==> config.mk <==
export PLATFORM = sky130hd
export DESIGN_NAME = paddle_oneshot_flat
export DESIGN_NICKNAME = d
export VERILOG_FILES = /design/src/rtl/paddle_oneshot_if.sv /design/src/rtl/paddle_oneshot.sv /design/src/flat_wrapper.sv
export SDC_FILE = /design/constraint.sdc
export NUM_CORES = 1
export LEC_CHECK = 0
export CAP_MARGIN = 20
export CORE_MARGIN = 4
export CORE_UTILIZATION = 53
export DETAILED_ROUTE_END_ITERATION = 8
export PLACE_DENSITY_LB_ADDON = 0.05
export REMOVE_ABC_BUFFERS = 1
export SYNTH_ARGS = -nofsm -noshare
export SYNTH_HDL_FRONTEND = slang
export SYNTH_SLANG_ARGS = --single-unit
==> constraint.sdc <==
create_clock -name clk_sys -period 3.3 [get_ports clk_sys]
set_input_delay 0.495 -clock clk_sys [delete_from_list [all_inputs] [get_ports clk_sys]]
set_output_delay 0.495 -clock clk_sys [all_outputs]
set_load 0.02 [all_outputs]
==> src/rtl/paddle_oneshot_if.sv <==
// rtl/paddle_oneshot_if.sv - sync, position and paddle-window signals for one player
interface paddle_oneshot_if;
   logic       hsync;
   logic       vsync;
   logic [7:0] vpos_in;
   logic       vpos_valid;
   logic       pad_active;
   logic       pad_start;
   logic [7:0] frame_vpos;

   modport master (
      output hsync, vsync, vpos_in, vpos_valid,
      input  pad_active, pad_start, frame_vpos
   );

   modport slave (
      input  hsync, vsync, vpos_in, vpos_valid,
      output pad_active, pad_start, frame_vpos
   );
endinterface

==> src/rtl/paddle_oneshot.sv <==
// rtl/paddle_oneshot.sv - per-frame paddle window generator emulating the pot + 555 one-shot
module paddle_oneshot #(
   parameter int V_OFFSET = 16,
   parameter int V_RANGE  = 200,
   parameter int PAD_H    = 16,
   parameter int LINE_W   = 9
) (
   input  logic             clk_sys,
   input  logic             reset_n,
   paddle_oneshot_if.slave  pad
);

   typedef enum logic [1:0] {IDLE, DELAY, ACTIVE, DONE} state_t;

   localparam logic [LINE_W-1:0] LINE_MAX = '1;
   localparam logic [LINE_W-1:0] LINE_ONE = LINE_W'(1);
   localparam logic [LINE_W-1:0] PAD_H_L  = LINE_W'(PAD_H);
   localparam logic [LINE_W-1:0] V_OFF_L  = LINE_W'(V_OFFSET);

   state_t            state, state_nx;
   logic              hs_d, vs_d;
   logic              hs_rise, vs_rise;
   logic [7:0]        vpos_hold;
   logic [7:0]        frame_vpos_q, frame_vpos_nx;
   logic [LINE_W-1:0] line_cnt, line_cnt_nx;
   logic [LINE_W-1:0] act_cnt, act_cnt_nx;
   logic [LINE_W-1:0] start_line, start_line_nx;
   logic [LINE_W-1:0] start_calc;
   logic [7:0]        travel;
   logic              pad_active_q, pad_start_q;
   logic              pad_start_nx;

   assign hs_rise = pad.hsync & ~hs_d;
   assign vs_rise = pad.vsync & ~vs_d;

   // Product is kept to 16 bits before taking the integer part of the scaled travel
   assign travel     = 8'((16'(vpos_hold) * 16'(V_RANGE)) >> 8);
   assign start_calc = V_OFF_L + LINE_W'(travel);

   always_comb begin
      state_nx      = state;
      line_cnt_nx   = line_cnt;
      act_cnt_nx    = act_cnt;
      start_line_nx = start_line;
      frame_vpos_nx = frame_vpos_q;
      pad_start_nx  = 1'b0;

      if (vs_rise) begin
         frame_vpos_nx = vpos_hold;
         line_cnt_nx   = '0;
         act_cnt_nx    = '0;
         start_line_nx = start_calc;
         if (start_calc == '0) begin
            state_nx     = ACTIVE;
            pad_start_nx = 1'b1;
         end else begin
            state_nx = DELAY;
         end
      end else if (hs_rise) begin
         case (state)
            DELAY: begin
               if (line_cnt != LINE_MAX) begin
                  line_cnt_nx = line_cnt + LINE_ONE;
                  if (line_cnt + LINE_ONE == start_line) begin
                     state_nx     = ACTIVE;
                     pad_start_nx = 1'b1;
                  end
               end
            end
            ACTIVE: begin
               act_cnt_nx = act_cnt + LINE_ONE;
               if (act_cnt + LINE_ONE == PAD_H_L) begin
                  state_nx = DONE;
               end
            end
            default: ;
         endcase
      end
   end

   always_ff @(posedge clk_sys or negedge reset_n) begin
      if (!reset_n) begin
         state        <= IDLE;
         hs_d         <= 1'b0;
         vs_d         <= 1'b0;
         vpos_hold    <= '0;
         frame_vpos_q <= '0;
         line_cnt     <= '0;
         act_cnt      <= '0;
         start_line   <= '0;
         pad_active_q <= 1'b0;
         pad_start_q  <= 1'b0;
      end else begin
         state        <= state_nx;
         hs_d         <= pad.hsync;
         vs_d         <= pad.vsync;
         if (pad.vpos_valid) begin
            vpos_hold <= pad.vpos_in;
         end
         frame_vpos_q <= frame_vpos_nx;
         line_cnt     <= line_cnt_nx;
         act_cnt      <= act_cnt_nx;
         start_line   <= start_line_nx;
         pad_active_q <= (state_nx == ACTIVE);
         pad_start_q  <= pad_start_nx;
      end
   end

   assign pad.pad_active = pad_active_q;
   assign pad.pad_start  = pad_start_q;
   assign pad.frame_vpos = frame_vpos_q;

endmodule

==> src/flat_wrapper.sv <==
// flat-port wrapper written by rule: the top's interface ports become plain ports
module paddle_oneshot_flat 
#(
   parameter int V_OFFSET = 16,
   parameter int V_RANGE  = 200,
   parameter int PAD_H    = 16,
   parameter int LINE_W   = 9
)
  (clk_sys, reset_n, pad_hsync, pad_vsync, pad_vpos_in, pad_vpos_valid, pad_pad_active, pad_pad_start, pad_frame_vpos);
  paddle_oneshot_if pad_i ();
  input  logic clk_sys;
  input  logic reset_n;
  input wire logic [$bits(pad_i.hsync)-1:0] pad_hsync;
  input wire logic [$bits(pad_i.vsync)-1:0] pad_vsync;
  input wire logic [$bits(pad_i.vpos_in)-1:0] pad_vpos_in;
  input wire logic [$bits(pad_i.vpos_valid)-1:0] pad_vpos_valid;
  output wire logic [$bits(pad_i.pad_active)-1:0] pad_pad_active;
  output wire logic [$bits(pad_i.pad_start)-1:0] pad_pad_start;
  output wire logic [$bits(pad_i.frame_vpos)-1:0] pad_frame_vpos;
  assign pad_i.hsync = pad_hsync;
  assign pad_i.vsync = pad_vsync;
  assign pad_i.vpos_in = pad_vpos_in;
  assign pad_i.vpos_valid = pad_vpos_valid;
  assign pad_pad_active = pad_i.pad_active;
  assign pad_pad_start = pad_i.pad_start;
  assign pad_frame_vpos = pad_i.frame_vpos;
  paddle_oneshot #(.V_OFFSET(V_OFFSET), .V_RANGE(V_RANGE), .PAD_H(PAD_H), .LINE_W(LINE_W)) u_core (.clk_sys(clk_sys), .reset_n(reset_n), .pad(pad_i));
endmodule
# Word-level counts from Yosys, hierarchy flattened
# Index checks and enable logic that the tools add are counted.
[word_totals]
regBits = 49
in_bits = 13
out_inout_bits = 10
elab_cells = 51
[op_classes]
n_addsub = 3
n_mul = 1
eq_ne = 6
n_mux = 20
n_bitwise = 4
n_reduce_logical = 7
[ops]
columns = ["cell", "n"]
rows = [
  ["9-bit two-way mux", 7],
  ["9-bit by 1-bit adder with 9-bit output, second input constant", 2],
  ["8-bit by 5-bit multiplier with 13-bit output, second input constant", 1],
  ["2-bit two-way mux", 6],
  ["5-bit by 8-bit adder with 9-bit output, first input constant", 1],
  ["9-bit by 5-bit == test with 1-bit output, second input constant", 1],
  ["9-bit == test", 1],
  ["9-bit zero test", 1],
  ["9-bit inequality test, second input constant", 1],
  ["2-bit nonzero test", 4],
  ["1-bit two-way mux", 6],
  ["2-bit == test, second input constant", 2],
  ["2-bit one-hot mux with 2 select lines", 1],
  ["3-bit AND reduction", 1],
  ["1-bit bitwise AND", 2],
  ["2-bit by 1-bit == test with 1-bit output, second input constant", 1],
  ["1-bit NOT", 2],
  ["2-bit AND reduction", 1],
]

# Longest topological paths before layout
# Gate-level depths: netlist of the first run.
[depth]
depth_word = 8
mapped_depth = 14
ltp_nobuf = 14

# Worst setup path before layout of the first run
# Ideal clock, no wire load.
[synth_path]
path_type = "register -> register"
startpoint = "reg u_core.vpos_hold[2]"
endpoint = "reg u_core.state[0]"
setup_time_ns = 0.124
t_arrival_ns = 3.497
required_time_ns = 3.176
slack_ns = -0.321
stages_incl_launch_ff = 11
n_path_buf = 0
synth_period_minus_slack_ns = 3.621
cell_sequence = "dfrtp_1 -> ha_1 -> ha_1 -> fa_1 -> ha_1 -> a211o_1 -> a21o_1 -> a311o_2 -> ha_1 -> mux2_2 -> o31a_1"
[synth_between]
elab_chain_len = 5
[synth_lines]
columns = ["element", "line", "text"]
rows = [
  ["start, declared", "paddle_oneshot.sv:23", "logic [7:0] vpos_hold;"],
  ["start signal, assigned", "paddle_oneshot.sv:98", "vpos_hold <= pad.vpos_in;"],
  ["8-bit by 5-bit multiplier with 13-bit output", "paddle_oneshot.sv:37", "assign travel = 8'((16'(vpos_hold) * 16'(V_RANGE)) >> 8);"],
  ["5-bit by 8-bit adder with 9-bit output", "paddle_oneshot.sv:38", "assign start_calc = V_OFF_L + LINE_W'(travel);"],
  ["9-bit zero test", "paddle_oneshot.sv:53", "if (start_calc == '0) begin"],
  ["2-bit two-way mux", "paddle_oneshot.sv:53", ""],
  ["2-bit two-way mux", "paddle_oneshot.sv:48", "if (vs_rise) begin"],
  ["named net u_core.state_nx[0]", "paddle_oneshot.sv:20", "state_t state, state_nx;"],
  ["end signal, assigned", "paddle_oneshot.sv:94", "state <= state_nx;"],
  ["end, declared", "paddle_oneshot.sv:20", ""],
]
# The timed path passes the listed nets, and every way through them passes these cells.
# A chain may end at the register's enable or synchronous reset.

# Worst setup path in the final report of the first run
[layout_path]
startpoint = "reg u_core.vpos_hold[3]"
endpoint = "reg u_core.state[0]"
# The elaborated chain is that of the path after synthesis.

==> impl_metrics.yaml, run 1 <==
outcome:
  outcome: "finished with violations"
  failed_checks: "negative setup slack"
synthesis:
  ys_seq_area_share_pct: 39.0
  netlist_instances: 328
  synthArstFlopShare_pct: 100
  yosysWarningCount: 0
  synthXorXnorAreaFrac_pct: 8.03
  synth_cell_types: 44
  synth_simple_gate_area_share_pct: 19.2
  synth_top_family_by_area: "simple AND/OR/NAND/NOR gates"
  synth.area.mux_share_pct: 4.13
  yosys.area_share.adder_pct: 15.4
  synth_area_sq_mm: 0.00315
  ys_ff_latch: 49
  synth_compound_area_share_pct: 12.0
  synth_edf_count: 0
  synthFlopType: "dfrtp_1"
  syn_area_per_cell_sq_um: 9.60
detailed_routing:
  drc: 0
  wirelength_microns: 7080
  vias: 2509
  initialDrtViolationCount: 95
  ant_nets: 0
  dr.pass1.iters: 4
  viasPerCell: 5.54
  routedWlPerCell_microns: 15.6
layout:
  design_area_sq_mm: 0.00395
  fillers: 452
  layout_commonest_cell: "nand2_1"
  area.growth.synth_to_final_pct: 25.4
  regArea_sq_mm: 0.00123
  diodes: 0
  final_cell_mix: "nand2_1 (52), dfrtp_1 (48), nor2_1 (28), buf_4 (27), ha_1 (22)"
  layout-drive-gt1-share_pct: 19.9
  final_nets: 430
  multi_input_area_sq_mm: 0.00204
  fin_util_pct: 70.0
floorplanning:
  initial_core_util_pct: 55.8
  core_area_sq_mm: 0.00564
  fp-row-count: 27
  dieArea_sq_mm: 0.00724
  ios: 23
  dieWidth_microns: 85.1
  die-height_microns: 85.1
setup_path:
  critPathLaunchType: "flop"
  worst-endpoint-arrival_ns: 3.79
  ff2ff_path_depth: 13
  required_ns: 3.50
  cp_max_fo: 5
  cp-end-kind: "flop"
  r2r_start: "u_core.vpos_hold[3]$_DFFE_PN0P_"
  r2r_slack_ns: -0.29
  crit_type: "reg2reg"
  r2r_end: "u_core.state[0]$_DFF_PN0_"
sta:
  fin_crit_sh_pct: 109
  period_needed_ns: 3.59
  rsz0062_at_grt: "true"
  fmax_mhz: 278
  max_slew_margin_pct: 53.2
  finalSetupViolations: 6
  hold_violations: 0
  worst_pin_slew_ns: 0.702
  fin_ws_ns: -0.294
  fin_worst_skew_ns: 0.00559
  fin_tns_setup_ns: -1.29
  slew_violations: 0
global_route:
  grt_pass1_wl_microns: 12300
  grt_overflow: 0
  grt.busiest_layer: "met2"
  grtUsageMet3_pct: 3.50
  grt_pass1_vias: 2645
  grt_max_degree: 50
  grtUsageTotal_pct: 21.0
  gr-usage-met1_pct: 25.5
  gr-usage-met2_pct: 37.2
  grt_antenna_before_repair: 0
cts:
  h-tree-depth: 2
  clockBufferDepth: 2
  cts-root-buf: "clkbuf_8"
  cts_made_buffers: 5
  cts_tree: "built"
  clkTransAtPathRegs_ns: 0.09
  clock-sinks: 49
  clk_latency_ns: 0.30
place:
  gp_congestion: 0.811
  hpwl_microns: 4880
  placed_cell_area_sq_mm: 0.00362
  port_buffers: 22
power_and_ir_drop:
  p_leak_nw: 1.88
  p_per_area_mw_per_mm2: 617
  ir_drop_v: 0.000374
job:
  cap_violations: 0
hold_path:
  hp-class: "in2async"
[worst max-delay path by stage]
stage | slack [ns] | startpoint | endpoint | cells past startpoint
after CTS | -0.25 | u_core.vpos_hold[2]$_DFFE_PN0P_ | u_core.state[0]$_DFF_PN0_ | 11
after global routing | -0.48 | u_core.vpos_hold[3]$_DFFE_PN0P_ | u_core.pad.pad_active$_DFF_PN0_ | 13
after global placement | -0.31 | u_core.vpos_hold[2]$_DFFE_PN0P_ | u_core.state[0]$_DFF_PN0_ | 10
final | -0.29 | u_core.vpos_hold[3]$_DFFE_PN0P_ | u_core.state[0]$_DFF_PN0_ | 13
after detailed placement | -0.40 | u_core.vpos_hold[3]$_DFFE_PN0P_ | u_core.state[0]$_DFF_PN0_ | 12
after floorplan | -0.32 | u_core.vpos_hold[2]$_DFFE_PN0P_ | u_core.state[0]$_DFF_PN0_ | 10
[what timing repair did]
item                                    CTS  global route
gates resized for setup                  19            13
endpoints found under the setup margin    8             8
buffers inserted                          4             1
pin swaps                                12            15
hold buffers                              0             0
[Yosys cell counts (2+ instances only)]
cell type  count  area, sq um
nand2_1       52          195
dfrtp_1       49         1230
ha_1          34          425
nor2_1        30          113
o21ai_0       18         90.1
xor2_1        18          158
inv_1         12         45.0
nand3_1        9         45.0
xnor2_1        9         78.8
mux2_2         8         90.1
nor3_1         8         40.0
clkbuf_1       7         26.3
a21o_1         6         45.0
o21a_1         6         45.0
or3_1          6         37.5
a21oi_1        5         25.0
nand4_1        5         31.3
mux2i_1        4         40.0
nor2b_1        4         25.0
o31ai_1        4         30.0
fa_1           3         60.1
nand2b_1       3         18.8
a211oi_1       2         15.0
and3_1         2         12.5
nand4b_1       2         17.5
nor3b_1        2         15.0
o211ai_1       2         15.0
o31a_1         2         17.5
[critical path, cell delays in order, from the launching register on]
cell	delay (ns)
dfrtp_2	0.47
ha_4	0.26
ha_4	0.26
inv_2	0.03
fa_1	0.53
inv_2	0.06
ha_4	0.23
o21a_1	0.23
a2111oi_2	0.38
a311o_2	0.23
ha_4	0.15
o21ai_0	0.08
mux2_4	0.29
o31a_1	0.30
[power by group]
group	switching (mW)	total, mW	internal, mW	leakage, nW
logic	0.634	1.31	0.674	1.21
clock network	0.211	0.358	0.147	0.0439
registers	0.0821	0.770	0.688	0.629
total	0.927	2.44	1.51	1.88
[kinds of logic (layout without fill, tap and decap cells)]
logic type / count (synthesis) / count (layout)
buffers and inverters: 19 / 72
muxes: 12 / 12
AOI/OAI and AO/OA: 55 / 55
xor gates and xnor gates: 28 / 28
adders and majority gates: 37 / 37
DFF: 49 / 49
and+or+nand+nor: 128 / 128
[per-stage QoR]
stage / power (mW) / setup WS, ns / cells / hold slack [ns]
global placement: 1.81 / -0.311 / 440 / 0.460
global route: 2.63 / -0.479 / 453 / 0.0693
floorplan: 1.47 / -0.321 / 321 / 0.199
finish: 2.44 / -0.294 / 453 / 0.0624
CTS: 2.37 / -0.247 / 452 / 0.433
detailed placement: 1.84 / -0.398 / 440 / 0.465
[area by class of cell]
type | count | area share [%]
tap | 72 | 2.28
multi-input combinational | 260 | 51.6
timing repair buffer | 52 | 11.7
clock inverter | 3 | 0.444
clock buffer | 5 | 1.74
inverter | 12 | 1.14
sequential | 49 | 31.1
[routing by layer]
layer / wire length [microns] / part of all wire [%]
met2: 3720 / 52
met4: 180 / 2.5
met1: 3010 / 43
met5: 0 / 0
met3: 168 / 2.4
[registers in the layout, summed over array words and instances (netlist names), 2 cells and up]
| signal | count |
|---|---|
| u_core.vpos_hold | 8 |
| u_core.pad.frame_vpos | 8 |
| u_core.start_line | 9 |
| u_core.line_cnt | 9 |
| u_core.state | 2 |
| u_core.act_cnt | 9 |
Note: power is estimated with default switching activity, not from simulation.
==> run 2: changes to the inputs <==
--- a/config.mk
+++ b/config.mk
@@ -9,7 +9,8 @@
 export CORE_MARGIN = 4
 export CORE_UTILIZATION = 53
 export DETAILED_ROUTE_END_ITERATION = 8
-export PLACE_DENSITY_LB_ADDON = 0.05
+export HOLD_SLACK_MARGIN = 0.03
+export PLACE_DENSITY = 0.76
 export REMOVE_ABC_BUFFERS = 1
 export SYNTH_ARGS = -nofsm -noshare
 export SYNTH_HDL_FRONTEND = slang
==> constraint.sdc (replaced) <==
create_clock -name clk_sys -period 3.3 [get_ports clk_sys]
set_input_delay 0.495 -clock clk_sys [delete_from_list [all_inputs] [get_ports clk_sys]]
set_output_delay 0.495 -clock clk_sys [all_outputs]
set_load 0.005 [all_outputs]
==> run 2 against run 1 <==
Against the previous run: the run still ends with negative setup slack left; global-route usage is 1.2 points lower; combinational power is 3% higher; sequential share of layout area is 0.11 points lower; sequential power hardly changed; routed wire length is 1.4% lower; register-to-register slack hardly changed; via count is 2.4% higher; clock skew is 0.0011 ns lower; largest power group unchanged.
==> impl_metrics.yaml, run 2 (same netlist as run 1, synthesis figures left out) <==
outcome:
  outcome: "finished with violations"
  failed_checks: "negative setup slack"
layout:
  diodes: 0
  final_nets: 429
  final_cell_mix: "nand2_1 (52), dfrtp_1 (47), nor2_1 (28), buf_4 (25), ha_1 (24)"
  fillers: 405
  design_area_sq_mm: 0.00397
  largestRegisters: "u_core.act_cnt x9, u_core.line_cnt x9, u_core.start_line x9"
  layout-drive-gt1-share_pct: 20.5
  area.growth.synth_to_final_pct: 26.0
  layout_commonest_cell: "nand2_1"
global_route:
  grt_overflow: 0
  grt_antenna_before_repair: 0
  grt_pass1_vias: 2673
  grtUsageTotal_pct: 19.9
  grt_max_degree: 35
  grt_pass1_wl_microns: 11900
setup_path:
  path_cells: "ha_4 -> ha_4 -> fa_2 -> ha_4 -> a211o_4 -> a21o_1 -> a311o_2 -> ha_4 -> mux2_4 -> o31a_1"
  critPathSlowestCell: "fa_2"
  cp_slowest_stage_delay_ns: 0.55
  cp-end-kind: "flop"
  worst-endpoint-arrival_ns: 3.79
  required_ns: 3.48
  cp_max_fo: 4
  crit_type: "reg2reg"
  r2r_start: "u_core.vpos_hold[3]$_DFFE_PN0P_"
  r2r_end: "u_core.state[0]$_DFF_PN0_"
  ff2ff_path_depth: 10
  critPathLaunchType: "flop"
  crit_path_frequent_cell: "ha_4"
  r2r_slack_ns: -0.31
place:
  placed_cell_area_sq_mm: 0.00362
  hpwl_microns: 4970
  gp_congestion: 0.842
  port_buffers: 22
cts:
  clockBufferDepth: 2
  clkTransAtPathRegs_ns: 0.09
  clock-sinks: 49
  cts_made_buffers: 5
  ctsHoldBuffers: 0
  cts_tree: "built"
  cts-root-buf: "clkbuf_8"
  clk_latency_ns: 0.30
  h-tree-depth: 2
detailed_routing:
  initialDrtViolationCount: 107
  ant_nets: 0
  wirelength_microns: 6990
  dr.pass1.iters: 4
  vias: 2569
  routedWlPerCell_microns: 15.5
  viasPerCell: 5.68
  drc: 0
hold_path:
  hp-class: "in2async"
power_and_ir_drop:
  p_leak_nw: 1.88
  ir_drop_v: 0.000349
  p_per_area_mw_per_mm2: 623
floorplanning:
  dieArea_sq_mm: 0.00724
  initial_core_util_pct: 55.8
  fp-row-count: 27
  ios: 23
  dieWidth_microns: 85.1
  die-height_microns: 85.1
  core_area_sq_mm: 0.00564
sta:
  slew_violations: 0
  fmax_mhz: 277
  rsz0062_at_grt: "true"
  worst_pin_slew_ns: 0.794
  fin_ws_ns: -0.308
  finalSetupViolations: 6
  period_needed_ns: 3.61
  hold_violations: 0
  fin_worst_skew_ns: 0.00452
  fin_crit_sh_pct: 109
  max_slew_margin_pct: 47.1
  fin_tns_setup_ns: -1.38
job:
  cap_violations: 0
## run 2: worst max-delay path by stage
stage	slack (ns)	endpoint	from
after floorplan	-0.32	u_core.state[0]$_DFF_PN0_	u_core.vpos_hold[2]$_DFFE_PN0P_
after detailed placement	-0.39	u_core.state[0]$_DFF_PN0_	u_core.vpos_hold[3]$_DFFE_PN0P_
after CTS	-0.29	u_core.state[0]$_DFF_PN0_	u_core.vpos_hold[3]$_DFFE_PN0P_
after global placement	-0.29	u_core.state[0]$_DFF_PN0_	u_core.vpos_hold[2]$_DFFE_PN0P_
after global routing	-0.44	u_core.state[0]$_DFF_PN0_	u_core.vpos_hold[4]$_DFFE_PN0P_
final	-0.31	u_core.state[0]$_DFF_PN0_	u_core.vpos_hold[3]$_DFFE_PN0P_
## run 2: report_power, final
group	switching [mW]	total, mW	internal (mW)
logic	0.646	1.35	0.706
registers	0.0832	0.771	0.688
clock network	0.202	0.348	0.147
## run 2: layout make-up
class | instances | area (sq um) | area share [%]
Clock buffer | 5 | 68.8 | 1.74
Multi-Input combinational cell | 260 | 2070 | 52.1
Sequential cell | 49 | 1230 | 31.0
Timing Repair Buffer | 51 | 448 | 11.3
Inverter | 12 | 45.0 | 1.14
Clock inverter | 3 | 17.5 | 0.442
Tap cell | 72 | 90.1 | 2.27
## run 2: per-layer routing
layer | vias up | share of wire, % | track usage (%)
met3 | 16 | 2.9 | 3.88
met1 | 1254 | 43 | 24.0
met5 | - | 0 | 0
li1 | 1250 | - | -
met4 | 0 | 2.3 | 7.48
met2 | 49 | 52 | 34.8
## run 2: critical path: cells and delay by family, from the launching register on
family                   cells  cell delay, ns
AO/OA/AOI/OAI                4            1.31
flip-flops                   1            0.46
adder cells (fa/ha/maj)      5            1.43
multiplexers                 1            0.29
## run 2: through the flow
stage / utilization (%) / power (mW) / hold WS [ns] / cells / setup slack [ns]
2_1_floorplan: - / 1.45 / 0.199 / 321 / -0.321
3_3_place_gp: 64.1 / 1.79 / 0.461 / 440 / -0.293
3_5_place_dp: 64.1 / 1.82 / 0.466 / 440 / -0.388
4_1_cts: 68.5 / 2.33 / 0.292 / 452 / -0.288
5_1_grt: 70.3 / 2.66 / 0.320 / 452 / -0.443
6_report: 70.3 / 2.47 / 0.280 / 452 / -0.308
## run 2: repair_timing
item / in CTS / in global routing
endpoints found under the setup margin: 8 / 8
resized for setup: 20 / 18
pin swaps: 13 / 10
cloned: 0 / 0
buffers inserted: 5 / 0
